File: src/rtl/note_pkg.sv
// Shared constants, note index enumeration and helpers for the note detector.
package note_pkg;

    localparam int unsigned PERIOD_W  = 17;
    localparam int unsigned CLK_HZ    = 25_000_000;
    localparam int unsigned NUM_NOTES = 8;

    localparam logic [PERIOD_W-1:0] PERIOD_MAX = '1;

    // Index order follows the switch/speaker order of the note outputs.
    typedef enum logic [2:0] {
        NoteC4,
        NoteD4,
        NoteE4,
        NoteF4,
        NoteG4,
        NoteA4,
        NoteB4,
        NoteC5
    } note_idx_e;

    // Nominal full periods in clk cycles at CLK_HZ.
    localparam logic [PERIOD_W-1:0] NOM_PERIOD [0:NUM_NOTES-1] = '{
        17'd95556, 17'd85132, 17'd75843, 17'd71586,
        17'd63776, 17'd56818, 17'd50620, 17'd47778
    };

    function automatic logic [PERIOD_W-1:0] abs_diff(input logic [PERIOD_W-1:0] a,
                                                     input logic [PERIOD_W-1:0] b);
        return (a >= b) ? (a - b) : (b - a);
    endfunction

    function automatic logic [NUM_NOTES-1:0] note_onehot(input note_idx_e idx);
        logic [NUM_NOTES-1:0] oh;
        oh      = '0;
        oh[idx] = 1'b1;
        return oh;
    endfunction

endpackage

File: src/rtl/tone_sync_edge.sv
// Multi-flop synchronizer for the asynchronous tone input plus a rising-edge strobe.
module tone_sync_edge #(
    parameter int unsigned SYNC_STAGES = 2
) (
    input  logic clk,
    input  logic rst_n,
    input  logic tone_i,
    output logic rise_o
);

    logic [SYNC_STAGES-1:0] sync_q, sync_d;
    logic                   prev_q, prev_d;

    // Shift the input through the synchronizer chain; remember the last synced level.
    always_comb begin
        sync_d[0] = tone_i;
        for (int i = 1; i < SYNC_STAGES; i++) begin
            sync_d[i] = sync_q[i-1];
        end
        prev_d = sync_q[SYNC_STAGES-1];
    end

    // Synchronizer and edge-detect state.
    always_ff @(posedge clk or negedge rst_n) begin
        if (!rst_n) begin
            sync_q <= '0;
            prev_q <= 1'b0;
        end else begin
            sync_q <= sync_d;
            prev_q <= prev_d;
        end
    end

    assign rise_o = sync_q[SYNC_STAGES-1] & ~prev_q;

endmodule

File: src/rtl/note_detector.sv
// Measures the period of a square-wave tone and reports the matching note once it is stable.
module note_detector
    import note_pkg::*;
#(
    parameter int unsigned SYNC_STAGES = 2,
    parameter int unsigned STABLE_CNT  = 3,
    parameter int unsigned TOL_SHIFT   = 6
) (
    input  logic                 clk,
    input  logic                 rst_n,
    input  logic                 tone_in,
    output logic [NUM_NOTES-1:0] note,
    output logic                 note_valid,
    output logic                 note_change,
    output logic [PERIOD_W-1:0]  period
);

    localparam int unsigned CNT_W = $clog2(STABLE_CNT + 1);

    typedef enum logic [0:0] {StIdle, StMeasure} state_e;

    state_e                state_q, state_d;
    logic [PERIOD_W-1:0]   cnt_q, cnt_d;
    logic [PERIOD_W-1:0]   period_q, period_d;
    logic [NUM_NOTES-1:0]  note_q, note_d;
    logic                  change_q, change_d;
    note_idx_e             cand_q, cand_d;
    logic [CNT_W-1:0]      stab_q, stab_d;

    logic                  edge_stb;
    logic [PERIOD_W-1:0]   meas_p;
    logic                  match_hit;
    note_idx_e             match_idx;
    logic [CNT_W-1:0]      stab_next;
    logic [NUM_NOTES-1:0]  match_oh;

    tone_sync_edge #(
        .SYNC_STAGES(SYNC_STAGES)
    ) u_sync (
        .clk   (clk),
        .rst_n (rst_n),
        .tone_i(tone_in),
        .rise_o(edge_stb)
    );

    // Counter holds (period - 1) when the closing edge arrives.
    assign meas_p = cnt_q + PERIOD_W'(1);

    // Classify the candidate period against every note window; windows never overlap.
    always_comb begin
        match_hit = 1'b0;
        match_idx = NoteC4;
        for (int i = 0; i < NUM_NOTES; i++) begin
            if (abs_diff(meas_p, NOM_PERIOD[i]) <= (NOM_PERIOD[i] >> TOL_SHIFT)) begin
                match_hit = 1'b1;
                match_idx = note_idx_e'(3'(i));
            end
        end
        match_oh = note_onehot(match_idx);
    end

    // Next-state: period measurement FSM, stability counting and note reporting.
    always_comb begin
        state_d   = state_q;
        cnt_d     = cnt_q;
        period_d  = period_q;
        note_d    = note_q;
        change_d  = 1'b0;
        cand_d    = cand_q;
        stab_d    = stab_q;
        stab_next = stab_q;

        unique case (state_q)
            StIdle: begin
                if (edge_stb) begin
                    state_d = StMeasure;
                    cnt_d   = '0;
                end
            end
            StMeasure: begin
                if (cnt_q == PERIOD_MAX) begin
                    // Tone lost: drop the note; a coincident edge restarts measurement.
                    note_d   = '0;
                    stab_d   = '0;
                    change_d = note_valid;
                    cnt_d    = '0;
                    state_d  = edge_stb ? StMeasure : StIdle;
                end else if (edge_stb) begin
                    period_d = meas_p;
                    cnt_d    = '0;
                    if (match_hit) begin
                        if (match_idx == cand_q) begin
                            stab_next = (stab_q == CNT_W'(STABLE_CNT)) ? stab_q
                                                                       : stab_q + CNT_W'(1);
                        end else begin
                            cand_d    = match_idx;
                            stab_next = CNT_W'(1);
                        end
                        stab_d = stab_next;
                        if (stab_next == CNT_W'(STABLE_CNT) && (!note_valid || note_q != match_oh))
                        begin
                            note_d   = match_oh;
                            change_d = 1'b1;
                        end
                    end else begin
                        stab_d = '0;
                    end
                end else begin
                    cnt_d = cnt_q + PERIOD_W'(1);
                end
            end
            default: state_d = StIdle;
        endcase
    end

    // State and output registers.
    always_ff @(posedge clk or negedge rst_n) begin
        if (!rst_n) begin
            state_q  <= StIdle;
            cnt_q    <= '0;
            period_q <= '0;
            note_q   <= '0;
            change_q <= 1'b0;
            cand_q   <= NoteC4;
            stab_q   <= '0;
        end else begin
            state_q  <= state_d;
            cnt_q    <= cnt_d;
            period_q <= period_d;
            note_q   <= note_d;
            change_q <= change_d;
            cand_q   <= cand_d;
            stab_q   <= stab_d;
        end
    end

    assign note        = note_q;
    assign note_valid  = |note_q;
    assign note_change = change_q;
    assign period      = period_q;

endmodule

File: config.mk
export PLATFORM = sky130hd
export DESIGN_NAME = note_detector
export DESIGN_NICKNAME = d
export VERILOG_FILES = /design/src/rtl/note_pkg.sv /design/src/rtl/tone_sync_edge.sv /design/src/rtl/note_detector.sv
export SDC_FILE = /design/constraint.sdc
export NUM_CORES = 1
export LEC_CHECK = 0
export CORE_ASPECT_RATIO = 0.7
export CORE_MARGIN = 2
export CORE_UTILIZATION = 30
export CTS_BUF_LIST = sky130_fd_sc_hd__clkbuf_4 sky130_fd_sc_hd__clkbuf_8
export DETAILED_ROUTE_END_ITERATION = 8
export HOLD_SLACK_MARGIN = 0.15
export PLACE_DENSITY_LB_ADDON = 0.2
export REMOVE_ABC_BUFFERS = 1
export SETUP_SLACK_MARGIN = 0.5
export SLEW_MARGIN = 30
export SYNTH_ARGS = -nofsm -noshare
export SYNTH_HDL_FRONTEND = slang
export SYNTH_SLANG_ARGS = --single-unit
File: constraint.sdc
create_clock -name clk -period 10.8 [get_ports clk]
set_clock_uncertainty 0.1 [all_clocks]
set_input_delay 2.16 -clock clk [delete_from_list [all_inputs] [get_ports clk]]
set_output_delay 2.16 -clock clk [all_outputs]
set_load 0.01 [all_outputs]
==> results.sh <==
export IMPL_finalCriticalPeriod_ns=7.706
export IMPL_synth_compound_area_frac=0.3701
export IMPL_ctsHoldBuffers=0
export IMPL_fin_ws_ns=3.094
export IMPL_synth_distinct_cells=106
export IMPL_initial_core_util=0.3068
export IMPL_via_count=11180
export IMPL_tritoncts="yes"
export IMPL_first_pass_iters=9
export IMPL_cp_end_kind="flip-flop"
export IMPL_final_instance_count_excl_fill=1691
export IMPL_slowest_stage="dfrtp_1"
export IMPL_grt_util_all_layers=0.2572
export IMPL_drive_gt1_frac=0.09070
export IMPL_yosys_mux_area_fraction=0.03493
export IMPL_place_congestion=0.9906
export IMPL_ant_nets=0
export IMPL_grt_pass1_wl_mm=64.40
export IMPL_synth_edff_count=0
export IMPL_synth_async_reset_ratio=1.000
export IMPL_path_buf_inv=4
export IMPL_drc=0
export IMPL_worst_ir_drop_vdd_uv=74.27
export IMPL_rr_worst_depth=22
export IMPL_synth_top_area_share=0.1403
export IMPL_crit_end="note[4]$_DFFE_PN0P_"
export IMPL_viasPerCell=6.612
export IMPL_root_buffer="clkbuf_8"
export IMPL_post_cts_repair_setup_buffers=0
export IMPL_rsz0062_at_grt="no"
export IMPL_status="completed"
export IMPL_critPathLaunch="cnt_q[1]$_DFFE_PN0P_"
export IMPL_synth_cell_area_um2=9278
export IMPL_cts_buffers=5
export IMPL_setup_violations=0
export IMPL_yosysSeqAreaShare=0.1403
export IMPL_cts_buffer_depth=2
export IMPL_overflow=0
export IMPL_r2r_start="cnt_q[1]$_DFFE_PN0P_"
export IMPL_insertedDiodeCount=0
export IMPL_critPathKind="flip-flop to flip-flop"
export IMPL_place_detailed_hpwl_mm=31.62
export IMPL_hold_path_class="flip-flop to flip-flop"
export IMPL_core_area_um2=30240
export IMPL_synth_top_family_by_area="compound AO/OA/AOI/OAI gates"
export IMPL_p_leak_nw=3.560
export IMPL_die_w_um=214.2
export IMPL_yosysWarnings=0
export IMPL_synthCells=1327
export IMPL_htreeDepth=2
export IMPL_cap_violations=0
export IMPL_synthFlopType="dfrtp_1"
export IMPL_routed_wirelength_mm=42.90
export IMPL_critPathMaxStageDelay_ns=0.86
export IMPL_crit_required_ns=10.97
export IMPL_worstMarginPinSlew_ns=0.9817
export IMPL_critPathTopFamily="compound AO/OA/AOI/OAI gates"
export IMPL_rows=53
export IMPL_nNetsFinal=1295
export IMPL_crit_arrival_ns=7.88
export IMPL_yosys_area_top_type="dfrtp_1"
export IMPL_max_clock_freq_mhz=129.8
export IMPL_worstReg2RegEnd="note[4]$_DFFE_PN0P_"
export IMPL_cts_resized=0
export IMPL_synthAdderAreaFrac=0.01888
export IMPL_first_global_vias=9895
export IMPL_syn_area_per_cell_um2=6.991
export IMPL_antenna_found_initial=0
export IMPL_clk_transition_reported_paths_ns=0.12
export IMPL_crit_path_cell_trace="ha_1 -> buf_4 -> and2_1 -> nand3_1 -> nand2_1 -> buf_4 -> clkinv_1 -> ha_1 -> inv_1 -> o32ai_1 -> a311oi_1 -> o21ai_0 -> mux2_2 -> nor2_1 -> a311oi_1 -> and4bb_1 -> a21oi_1 -> nand3_1 -> o31ai_1 -> a2111oi_4 -> o21bai_2 -> a22o_1"
export IMPL_slew_viol_final=0
export IMPL_grt_max_degree=53
export IMPL_tns_ns=0
export IMPL_rrSetupSlack_ns=3.09
export IMPL_insertion_delay_ns=0.34
export IMPL_yosys_area_share_simple=0.2980
export IMPL_io_pins=30
export IMPL_path_depth=22
export IMPL_die_area_um2=32370
export IMPL_die_y_um=151.1
export IMPL_cp_start_kind="flip-flop"
export IMPL_cp_max_fo=41
export IMPL_area_growth_pct=7.175
export IMPL_synth_area_top_cells="dfrtp_1 14%, o21ai_0 5.5%, xnor2_1 5.5%, nand2_1 5.4%, a21oi_1 5.1%"
export IMPL_synthXorXnorAreaFrac=0.06730
export IMPL_clock_sinks=52
export IMPL_wl_per_cell_um=25.37
export IMPL_ys_seq_elements=52
export IMPL_drt_iter0_markers=1602
export IMPL_io_buffers=29
export IMPL_final_core_util=0.3288
export IMPL_dp_cells=1682
export IMPL_maxSlewHeadroom=0.3411
export IMPL_final_hold_viol_count=0
export IMPL_p_per_area_nw_per_um2=106.0
export IMPL_place_ws_ns=3.345
export IMPL_post_route_period_util=0.7135
layout by cell type (no fill, tap or decap), drive strengths merged, types with 14 or more instances in the layout:
master,n
nand2,134
nor2,113
o21ai,111
a21oi,96
xnor2,59
nand3,53
dfrtp,52
nor3,48
buf,39
nand4,31
a31oi,29
mux2i,29
clkdlybuf4s50,28
nor4,25
o31ai,24
inv,23
o211ai,21
and2,19
a211oi,19
and3,17
o22ai,17
and4,14
a21o,14
ha,14
power breakdown:
group | total [W] | internal, W | leakage [nW] | switching (W)
Combinational | 0.000704 | 0.000224 | 2.81 | 0.000480
Sequential | 0.000224 | 0.000206 | 0.705 | 0.0000177
Clock | 0.000126 | 0.0000474 | 0.0423 | 0.0000784
Total | 0.00105 | 0.000477 | 3.56 | 0.000576
per-layer routing:
metal	wire, um	track usage
met1	19420	0.3776
met2	16730	0.3544
met3	5750	0.08956
met4	1003	0.05694
met5	0	0
how the worst min path moves through the flow:
stage / start / end / slack, ns / cells past startpoint
2_1_floorplan: u_sync.sync_q[0]$_DFF_PN0_ / u_sync.sync_q[1]$_DFF_PN0_ / 0.23 / 0
3_3_place_gp: u_sync.sync_q[0]$_DFF_PN0_ / u_sync.sync_q[1]$_DFF_PN0_ / 0.23 / 0
3_5_place_dp: u_sync.sync_q[0]$_DFF_PN0_ / u_sync.sync_q[1]$_DFF_PN0_ / 0.24 / 0
4_1_cts: u_sync.sync_q[0]$_DFF_PN0_ / u_sync.sync_q[1]$_DFF_PN0_ / 0.27 / 0
5_1_grt: u_sync.sync_q[0]$_DFF_PN0_ / u_sync.sync_q[1]$_DFF_PN0_ / 0.28 / 0
6_report: u_sync.sync_q[0]$_DFF_PN0_ / u_sync.sync_q[1]$_DFF_PN0_ / 0.26 / 0
cell type report:
type	instances	area [um2]
fillers	3344	20300
multi-input cells	1128	7371
flip-flops and latches	52	1301
repair buffers	67	570.5
well taps	412	515.5
inverters	24	90.09
clock buffers	5	68.82
clock inverters	3	26.28
sequential cells by signal (all words and copies together) (netlist names):
register	flops
cand_q	3
period	17
u_sync.sync_q	2
cnt_q	17
note_change	1
state_q	1
stab_q	2
u_sync.prev_q	1
note	8
worst register-to-register path, stage by stage, from the launching register on:
cell	delay, ns
dfrtp_1	0.86
ha_1	0.27
buf_4	0.41
and2_1	0.26
nand3_1	0.11
nand2_1	0.10
buf_4	0.34
clkinv_1	0.62
ha_1	0.56
inv_1	0.29
o32ai_1	0.18
a311oi_1	0.83
o21ai_0	0.24
mux2_2	0.32
nor2_1	0.16
a311oi_1	0.07
and4bb_1	0.27
a21oi_1	0.35
nand3_1	0.21
o31ai_1	0.42
a2111oi_4	0.16
o21bai_2	0.32
a22o_1	0.20
cells by family (layout without fill, tap and decap cells):
kind of cell	after synthesis	count (layout)
xor+xnor	68	68
buf+inv	147	99
compound gates	490	490
mux	32	32
flops	52	52
fa+ha+maj	14	14
simple gates	524	524
metrics by stage:
| stage | hold WS, ns | area, um2 | power (W) |
|---|---|---|---|
| 6_report | 0.2639 | 9943 | 0.001054 |
| 5_1_grt | 0.2796 | 9943 | 0.001112 |
| 4_1_cts | 0.2656 | 9928 | 0.001024 |
| 3_5_place_dp | 0.2373 | 9833 | 0.0008931 |
| 3_3_place_gp | 0.2315 | 9821 | 0.0008958 |
| 2_1_floorplan | 0.2312 | 8713 | 0.0006627 |
synth_stat cells (18+ instances only):
| cell | n |
|---|---|
| a31oi_1 | 29 |
| nand2_1 | 133 |
| a211oi_1 | 18 |
| and2_1 | 19 |
| dfrtp_1 | 52 |
| nor4_1 | 21 |
| o211ai_1 | 20 |
| nor3_1 | 45 |
| buf_1 | 18 |
| buf_2 | 46 |
| xnor2_1 | 58 |
| o31ai_1 | 22 |
| nand4_1 | 28 |
| a21oi_1 | 95 |
| inv_1 | 22 |
| mux2i_1 | 29 |
| clkbuf_1 | 50 |
| nor2_1 | 113 |
| o21ai_0 | 102 |
| nand3_1 | 52 |
No activity file was read; power rests on OpenSTA's default activity.
